==> src/rtl/maq_bcd.sv <==
// maq_bcd: two-digit BCD modulo counter stage for the digital clock.
//
// Counts between MIN_VALUE and MAX_VALUE, upward or downward, and accepts a
// synchronous preset for time setting. Stages cascade by wiring one stage's
// combinational terminal count into the next stage's incremento, so that a
// whole chain wraps on a single edge.
//
// Parameters:
//   MAX_VALUE  highest count, decimal (1..99, fits in MSD_WIDTH tens digit)
//   MIN_VALUE  lowest count, decimal (0..MAX_VALUE-1)
//   MSD_WIDTH  width of the tens digit (1..4)
//
// Ports:
//   maqbcd_clock       rising-edge clock
//   maqbcd_reset       synchronous active-high reset, loads MIN_VALUE
//   maqbcd_enable      gates stepping only; load works regardless
//   maqbcd_incremento  step request, sampled each edge
//   maqbcd_down        0 = count up, 1 = count down
//   maqbcd_load        synchronous preset strobe (beats a step)
//   maqbcd_load_lsd    preset units digit
//   maqbcd_load_msd    preset tens digit
//   maqbcd_Lsd         registered units digit
//   maqbcd_Msd         registered tens digit
//   maqbcd_carry       one-cycle pulse with the MAX->MIN wrapped value
//   maqbcd_borrow      one-cycle pulse with the MIN->MAX wrapped value
//   maqbcd_tc          combinational terminal count (this step will wrap)
//   maqbcd_load_err    one-cycle pulse after a rejected preset
module maq_bcd #(
  parameter int MAX_VALUE = 59,
  parameter int MIN_VALUE = 0,
  parameter int MSD_WIDTH = 3
) (
  input  logic                 maqbcd_clock,
  input  logic                 maqbcd_reset,
  input  logic                 maqbcd_enable,
  input  logic                 maqbcd_incremento,
  input  logic                 maqbcd_down,
  input  logic                 maqbcd_load,
  input  logic [3:0]           maqbcd_load_lsd,
  input  logic [MSD_WIDTH-1:0] maqbcd_load_msd,
  output logic [3:0]           maqbcd_Lsd,
  output logic [MSD_WIDTH-1:0] maqbcd_Msd,
  output logic                 maqbcd_carry,
  output logic                 maqbcd_borrow,
  output logic                 maqbcd_tc,
  output logic                 maqbcd_load_err
);

  // Value width: wide enough for 10*15+9 so that even a corrupted tens digit
  // can never alias back into the legal range.
  localparam int VW = 8;

  localparam logic [3:0]           MIN_LSD = 4'(MIN_VALUE % 10);
  localparam logic [MSD_WIDTH-1:0] MIN_MSD = MSD_WIDTH'(MIN_VALUE / 10);
  localparam logic [3:0]           MAX_LSD = 4'(MAX_VALUE % 10);
  localparam logic [MSD_WIDTH-1:0] MAX_MSD = MSD_WIDTH'(MAX_VALUE / 10);

  function automatic int bcd_value(input logic [MSD_WIDTH-1:0] msd,
                                   input logic [3:0]           lsd);
    logic [VW-1:0] v;
    v = VW'(msd) * VW'(10) + VW'(lsd);
    return int'(v);
  endfunction

  function automatic logic bcd_legal(input logic [MSD_WIDTH-1:0] msd,
                                     input logic [3:0]           lsd);
    int v;
    v = bcd_value(msd, lsd);
    return (lsd <= 4'd9) && (v >= MIN_VALUE) && (v <= MAX_VALUE);
  endfunction

  logic [3:0]           lsd_q, lsd_d;
  logic [MSD_WIDTH-1:0] msd_q, msd_d;
  logic                 carry_d, borrow_d, load_err_d;
  logic                 step_req;
  logic                 at_max, at_min, cur_legal;

  assign step_req  = !maqbcd_load && maqbcd_enable && maqbcd_incremento;
  assign at_max    = (bcd_value(msd_q, lsd_q) == MAX_VALUE) && (lsd_q <= 4'd9);
  assign at_min    = (bcd_value(msd_q, lsd_q) == MIN_VALUE) && (lsd_q <= 4'd9);
  assign cur_legal = bcd_legal(msd_q, lsd_q);

  assign maqbcd_tc = step_req && (maqbcd_down ? at_min : at_max);

  // NOTE: every signal written here gets a default first, so no path through
  // the branches can leave one unassigned and infer a latch.
  always_comb begin
    lsd_d      = lsd_q;
    msd_d      = msd_q;
    carry_d    = 1'b0;
    borrow_d   = 1'b0;
    load_err_d = 1'b0;

    if (maqbcd_load) begin
      if (bcd_legal(maqbcd_load_msd, maqbcd_load_lsd)) begin
        lsd_d = maqbcd_load_lsd;
        msd_d = maqbcd_load_msd;
      end else begin
        load_err_d = 1'b1;
      end
    end else if (step_req) begin
      if (!cur_legal) begin
        // Corrupted state: recover to MIN silently.
        lsd_d = MIN_LSD;
        msd_d = MIN_MSD;
      end else if (!maqbcd_down) begin
        if (at_max) begin
          lsd_d   = MIN_LSD;
          msd_d   = MIN_MSD;
          carry_d = 1'b1;
        end else if (lsd_q == 4'd9) begin
          lsd_d = 4'd0;
          msd_d = msd_q + MSD_WIDTH'(1);
        end else begin
          lsd_d = lsd_q + 4'd1;
        end
      end else begin
        if (at_min) begin
          lsd_d    = MAX_LSD;
          msd_d    = MAX_MSD;
          borrow_d = 1'b1;
        end else if (lsd_q == 4'd0) begin
          lsd_d = 4'd9;
          msd_d = msd_q - MSD_WIDTH'(1);
        end else begin
          lsd_d = lsd_q - 4'd1;
        end
      end
    end
  end

  // NOTE: state registers use non-blocking assignments so every flop samples
  // the pre-edge values, independent of statement order.
  always_ff @(posedge maqbcd_clock) begin
    if (maqbcd_reset) begin
      lsd_q           <= MIN_LSD;
      msd_q           <= MIN_MSD;
      maqbcd_carry    <= 1'b0;
      maqbcd_borrow   <= 1'b0;
      maqbcd_load_err <= 1'b0;
    end else begin
      lsd_q           <= lsd_d;
      msd_q           <= msd_d;
      maqbcd_carry    <= carry_d;
      maqbcd_borrow   <= borrow_d;
      maqbcd_load_err <= load_err_d;
    end
  end

  assign maqbcd_Lsd = lsd_q;
  assign maqbcd_Msd = msd_q;

endmodule

==> config.mk <==
export PLATFORM = sky130hd
export DESIGN_NAME = maq_bcd
export DESIGN_NICKNAME = d
export VERILOG_FILES = /design/src/rtl/maq_bcd.sv
export SDC_FILE = /design/constraint.sdc
export NUM_CORES = 1
export LEC_CHECK = 0
export BUFFER_PORTS_ARGS = -buffer_cell sky130_fd_sc_hd__clkbuf_2
export CAP_MARGIN = 10
export CORE_MARGIN = 1.5
export CORE_UTILIZATION = 42
export DETAILED_ROUTE_END_ITERATION = 7
export SYNTH_ARGS = -nofsm -noshare
export SYNTH_HDL_FRONTEND = slang
export SYNTH_SLANG_ARGS = --single-unit
==> constraint.sdc <==
create_clock -name maqbcd_clock -period 6.95 [get_ports maqbcd_clock]
set_input_delay 0.695 -clock maqbcd_clock [delete_from_list [all_inputs] [get_ports maqbcd_clock]]
set_output_delay 0.695 -clock maqbcd_clock [all_outputs]
set_load 0.01 [all_outputs]
==> key figures, run 1 <==
Power
  – Worst VDD drop: 0.1301 mV
  – Pleak: 0.6029 nW
  – Pwr dens: 179.2 nW/um2

Worst setup path
  – Critical Path AT: approximately 3.1 ns
  – Reg2reg path depth: 10
  – R2R Path End: maqbcd_Msd[0]
  – Worst reg2reg setup slack: 3.63 ns
  – Critical Path RT: between 6 and 7 ns
  – CP endpoint kind: primary output
  – Crit Path Category: reg -> out
  – CP Launch Type: flop
  – CP max FO: 15
  – Reg-to-reg startpoint: maqbcd_Lsd[1]

Clock tree
  – Root buffer selected by CTS: clkbuf_4
  – Clock buffer depth: 2
  – Clock latency at the later pin of the worst-skew pair: 0.27 ns
  – Post-CTS resize count: 0
  – Hold_buf cts: 0
  – CTS tree: built
  – Clock buffer count from CTS: 3
  – Clock Pin Slew Worst Setup and Hold Paths: 0.07 ns
  – Clk sinks: 10
  – H-tree depth: 1
  – Postcts setup bufs: 0

Worst hold path
  – Worst hold path type: reg -> reg
  – Worst Hold Launch: maqbcd_Msd[0]
  – Hold Crit Depth: 2
  – Min-Delay Endpoint: maqbcd_Msd[0]

Logic synthesis
  – Top post-synthesis cells by area: dfxtp_1 16%, ha_1 15%, a21oi_1 4.1%
  – Mapped cell area: 1217 um2
  – Synthesized netlist net count: 184
  – Avg Cell Area, Syn: 7.905 um2
  – Top post-synthesis cells by count: 15 x ha_1, 12 x inv_1, 12 x nor2_1, 11 x nand2_1
  – Post-synth top area share: 16.44%
  – Post-synth EDFFs: 0
  – Synth Instances: 154
  – Seq/Total Area, Yosys: ~16%
  – Synthesized flop and latch total: 10
  – Post-synth ARST share: 0%
  – Count leader, synth: ha_1
  – Synth cell types: 53
  – Yosys warnings: 0
  – Post-synth top area cell: dfxtp_1
  – Top FF cell, synth: dfxtp_1

Drt
  – DRC Markers: 0
  – Antenna Nets Post-Route: 0
  – Initial DRC count: 47
  – Avg WL per Cell: 15.00 um
  – Drt via density: 6.082
  – Vias: 1259
  – DR pass1 iterations: 4
  – Routed WL: 3106 um

Timing
  – Setup violators final: 0
  – Min Hold Slack: 0.6427 ns
  – Fin Clk Skew: 0.003773 ns
  – Tmin final: 3.813 ns
  – Tcrit/Tclk final: 54.86%
  – Final setup TNS: 0 ns
  – Max-slew violation count: 0
  – Fmax: between 200 and 300 MHz
  – RSZ-0062 raised after global routing: false
  – Slew margin rel.: 53.83%
  – Pin slew with the least headroom to its limit: just under 0.7 ns
  – Final Hold Vio Count: 0

Place
  – HPWL after DPL: 2539 um
  – GP Congestion: 0.8583
  – Number of port buffers: 23
  – Dpl cells: 203

Floorplanning
  – Core Area: roughly 2800 um2
  – Die area: 3231 um2
  – Initial Utilization: 44.15%
  – Die W: 56.84 um
  – # rows: 19
  – Die Ht: 56.84 um
  – Num ports: 24

Global routing
  – Initial antenna violation count: 0
  – Largest net degree at the start of global routing: 16
  – Global-route wire length before repair: 5257 um
  – Vias in the first global route: 1139
  – GR Overflow Total: 0
  – Total track usage: between 20% and 30%

Run status
  – Status: finished clean

Cells and area
  – Inserted Diodes: 0
  – Area growth syn-to-layout: 14.08%
  – Final nets: 207
  – Share of cells above drive strength 1: 21.59%
  – Non-Filler Instances: 207
  – Post-layout util: 50.36%

Run
  – Max_cap viols: 0
[critical path, stage by stage, from the launching register on]
cell and delay, ns:
dfxtp_1 0.64, ha_1 0.27, inv_1 0.06, fa_1 0.41
nand2b_4 0.17, a211oi_1 0.42, or2_1 0.19, nand4_1 0.19
nor2_1 0.19, nor2_1 0.07, nor2_1 0.09, clkbuf_2 0.14
[placed cells by master, fill, tap and decap left out, drive strengths merged, types with 2 or more instances in the layout]
cell type   n
a211oi      7
a21oi      12
a311oi      3
and2        2
and3        2
clkbuf     27
dfxtp      10
fa          2
ha         15
inv        12
nand2      11
nand3       6
nand3b      2
nand4       4
nor2       12
nor2b       2
nor3        2
nor3b       2
nor4        4
o211a       2
o21ai       9
or2         2
xor2        2
[cell type report]
cell class | count | area [um2]
timing repair buffer | 23 | 115.1
clock buffer | 4 | 36.28
inverter | 12 | 45.04
fill | 294 | 1369
sequential | 10 | 200.2
multi-input combinational | 127 | 953.4
tap | 31 | 38.79
[sequential cells by signal, indices dropped and copies added, names as in the netlist]
signal and cells:
maqbcd_Lsd 4, maqbcd_Msd 3, maqbcd_borrow 1, maqbcd_carry 1, maqbcd_load_err 1
[cells by family after synthesis]
family | synth area share (%)
XOR/XNOR | 2.159
buffers and inverters | 5.241
multiplexers | 2.055
AND/OR/NAND/NOR | 27.03
flip-flops | 16.44
adder cells (fa/ha/maj) | 18.71
AO/OA/AOI/OAI | 28.37
[worst max-delay path by stage]
stage / start / endpoint / slack [ns] / depth (start not counted)
2_1_floorplan: maqbcd_Msd[0] / maqbcd_tc / 4.04 / 10
3_3_place_gp: maqbcd_Lsd[1] / maqbcd_tc / 3.58 / 11
3_5_place_dp: maqbcd_Lsd[1] / maqbcd_tc / 3.47 / 11
4_1_cts: maqbcd_Lsd[1] / maqbcd_tc / 3.16 / 11
5_1_grt: maqbcd_Lsd[1] / maqbcd_tc / 2.93 / 11
6_report: maqbcd_Lsd[1] / maqbcd_tc / 3.14 / 11
[stage by stage]
stage,worst slack (ns),cell area (um2),power (mW)
floorplan,4.045,1217,0.1646
global placement,3.575,1353,0.1934
detailed placement,3.475,1353,0.1972
CTS,3.160,1389,0.2494
global route,2.927,1389,0.2697
finish,3.137,1389,0.2489
[routing by layer]
layer / share of wire [%] / GRT usage [%] / wire length [um] / up-vias
met2: 50 / 35.88 / 1562 / 31
met1: 45 / 26.19 / 1408 / 589
li1: - / - / - / 633
met5: 0 / 0 / 0 / -
met4: 1.7 / 7.309 / 53 / 0
met3: 2.6 / 1.382 / 81 / 6
[power by group]
part	leakage, nW	internal (mW)	switching [mW]
registers	0.0821	0.0628	0.0142
clock network	0.0210	0.0318	0.0201
logic	0.500	0.0519	0.0680
total	0.603	0.147	0.102
Power figures use the tool's default switching activity.
==> run 2: changes to the inputs <==
Settings changed: PLACE_DENSITY set to 0.66.
Clock period 6.95 ns to 3.3 ns, I/O delays scaled along.
==> key figures, run 2 (same netlist as run 1, synthesis figures left out) <==
Timing
  – Tcrit/Tclk final: 94.41%
  – Pin slew with the least headroom to its limit: 0.4770 ns (-0.2048 ns)
  – Setup violators final: 0 (unchanged)
  – RSZ-0062 raised after global routing: false
  – Fin Clk Skew: 0.004649 ns (+0.0008760 ns)
  – Final setup TNS: 0 ns (unchanged)
  – Final Hold Vio Count: 0 (unchanged)
  – Slew margin rel.: 68.16% (+14 points)
  – Fmax: 321.0 MHz
  – Post-route worst setup slack: 0.1845 ns (-2.953 ns)
  – Tmin final: 3.116 ns
  – Min Hold Slack: 0.3597 ns (-0.2830 ns)
  – Max-slew violation count: 0 (unchanged)

Worst setup path
  – Crit Path Category: reg -> out
  – CP max FO: 6 (-9)
  – CP Launch Type: flop
  – CP endpoint kind: primary output
  – Last element of the critical path: maqbcd_tc
  – R2R Path End: maqbcd_Msd[0]
  – Worst reg2reg setup slack: 0.32 ns (-3.31 ns)
  – Critical Path RT: 2.97 ns (-3.28 ns)
  – Reg2reg path depth: 9 (-1)
  – Critical Path AT: 2.79 ns (-0.33 ns)
  – Reg-to-reg startpoint: maqbcd_Msd[2]
  – CP startpoint: maqbcd_Msd[0]

Global routing
  – Total track usage: 21.74% (+1.3 points)
  – Largest net degree at the start of global routing: 15 (-1)
  – GR Overflow Total: 0 (unchanged)
  – Global-route wire length before repair: 5589 um (+6.3%)
  – Vias in the first global route: 1251 (+9.8%)
  – Initial antenna violation count: 0 (unchanged)

Power
  – Worst VDD drop: 0.2143 mV (+65%)
  – Pleak: 0.6136 nW (+1.8%)
  – Pwr dens: 379.5 nW/um2 (+110%)

Drt
  – DR pass1 iterations: 4 (unchanged)
  – Drt via density: 5.976 (-1.7%)
  – Antenna Nets Post-Route: 0 (unchanged)
  – Vias: 1249 (-0.79%)
  – Avg WL per Cell: 15.09 um (+0.57%)
  – DRC Markers: 0 (unchanged)
  – Routed WL: 3154 um (+1.5%)
  – Initial DRC count: 64 (+36%)

Floorplanning
  – Die W: 56.84 um (unchanged)
  – Num ports: 24 (unchanged)
  – Initial Utilization: 44.15% (unchanged)
  – Die Ht: 56.84 um (unchanged)
  – Die area: 3231 um2 (unchanged)
  – # rows: 19 (unchanged)
  – Core Area: 2758 um2 (unchanged)

Clock tree
  – Clock buffer depth: 2 (unchanged)
  – Clock latency at the later pin of the worst-skew pair: 0.27 ns (about the same)
  – H-tree depth: 1 (unchanged)
  – Clock Pin Slew Worst Setup and Hold Paths: 0.06 ns (about the same)
  – Root buffer selected by CTS: clkbuf_4
  – CTS tree: built
  – Clk sinks: 10 (unchanged)
  – Clock buffer count from CTS: 3 (unchanged)

Place
  – GP Congestion: 0.8649 (+0.77%)
  – HPWL after DPL: 2527 um (-0.47%)
  – Worst slack, placed: 0.3338 ns (-3.141 ns)
  – Number of port buffers: 23 (unchanged)

Cells and area
  – Most frequent cells in the layout: 23 x clkbuf_2, 15 x ha_1, 12 x inv_1, 12 x nor2_1, 11 x nand2_1
  – Final nets: 209 (+0.97%)
  – Area growth syn-to-layout: 15.83%
  – Share of cells above drive strength 1: 23.60% (+2.0 points)
  – Most common cell after layout, fill and taps aside: clkbuf_2
  – Inserted Diodes: 0 (unchanged)
  – Post-layout util: 51.13% (+0.77 points)
  – Filler cell count: 276 (-6.1%)
  – Number of flip-flops in the largest register: 4 (unchanged)

Worst hold path
  – Worst hold path type: in -> reg

Run status
  – Status: finished clean

Run
  – Max_cap viols: 0 (unchanged)
-- run 2: changes by cell type in the layout (fill, tap and decap cells not counted) --
cell      delta
a211oi_2     +1
dfxtp_1      -1
buf_4        +2
dfxtp_2      +1
a211oi_1     -1
-- run 2: repair_timing --
action / CTS / global route
endpoints found under the setup margin: 0 / 1
hold buffers: 0 / 0
gates resized for setup: 0 / 2
buffers inserted: 0 / 0
-- run 2: critical path, stage by stage (launching register included) --
cell and delay, ns:
dfxtp_1 0.44, ha_1 0.24, inv_1 0.07, fa_1 0.40, nand2b_4 0.17, o211a_1 0.23
a211oi_1 0.34, and4bb_4 0.34, nor2_1 0.05, nor2_1 0.09, clkbuf_2 0.15
-- run 2: per-layer routing --
layer | wire, um | vias to the layer above | track usage, % | part of all wire (%)
li1 | - | 634 | - | -
met1 | 1400 | 571 | 27.87 | 44
met2 | 1587 | 34 | 38.21 | 50
met3 | 109 | 10 | 2.074 | 3.5
met4 | 57 | 0 | 6.645 | 1.8
met5 | 0 | - | 0 | 0
-- run 2: worst min path at each step --
stage | cells past startpoint | from | slack, ns | end
final | 3 | maqbcd_load_msd[1] | 0.36 | maqbcd_Msd[1]
after global routing | 3 | maqbcd_load_msd[0] | 0.37 | maqbcd_Msd[0]
after CTS | 2 | maqbcd_reset | 0.36 | maqbcd_Msd[2]
after detailed placement | 2 | maqbcd_Msd[1] | 0.60 | maqbcd_Msd[1]
after global placement | 2 | maqbcd_Msd[0] | 0.59 | maqbcd_Msd[0]
after floorplan | 1 | maqbcd_load | 0.48 | maqbcd_load_err
-- run 2: stage by stage --
step                instance area, um2  power [mW]  instances
floorplan                         1217      0.3467        154
global placement                  1368      0.4101        205
detailed placement                1368      0.4210        205
CTS                               1404      0.5329        209
global route                      1410      0.5787        209
finish                            1410      0.5351        209
-- run 2: layout make-up --
class	instances	area [um2]	area share, %
timing repair buffer	25	130.1	9.228
inverter	12	45.04	3.194
sequential	10	201.4	14.29
multi-input combinational	127	958.4	67.97
clock buffer	4	36.28	2.573
tap	31	38.79	2.751
-- run 2: power breakdown --
group / leakage (nW) / internal [mW] / switching [mW] / total (mW)
registers: 0.0825 / 0.132 / 0.0242 / 0.157
logic: 0.510 / 0.113 / 0.153 / 0.266
clock network: 0.0210 / 0.0671 / 0.0456 / 0.113
total: 0.614 / 0.313 / 0.222 / 0.535
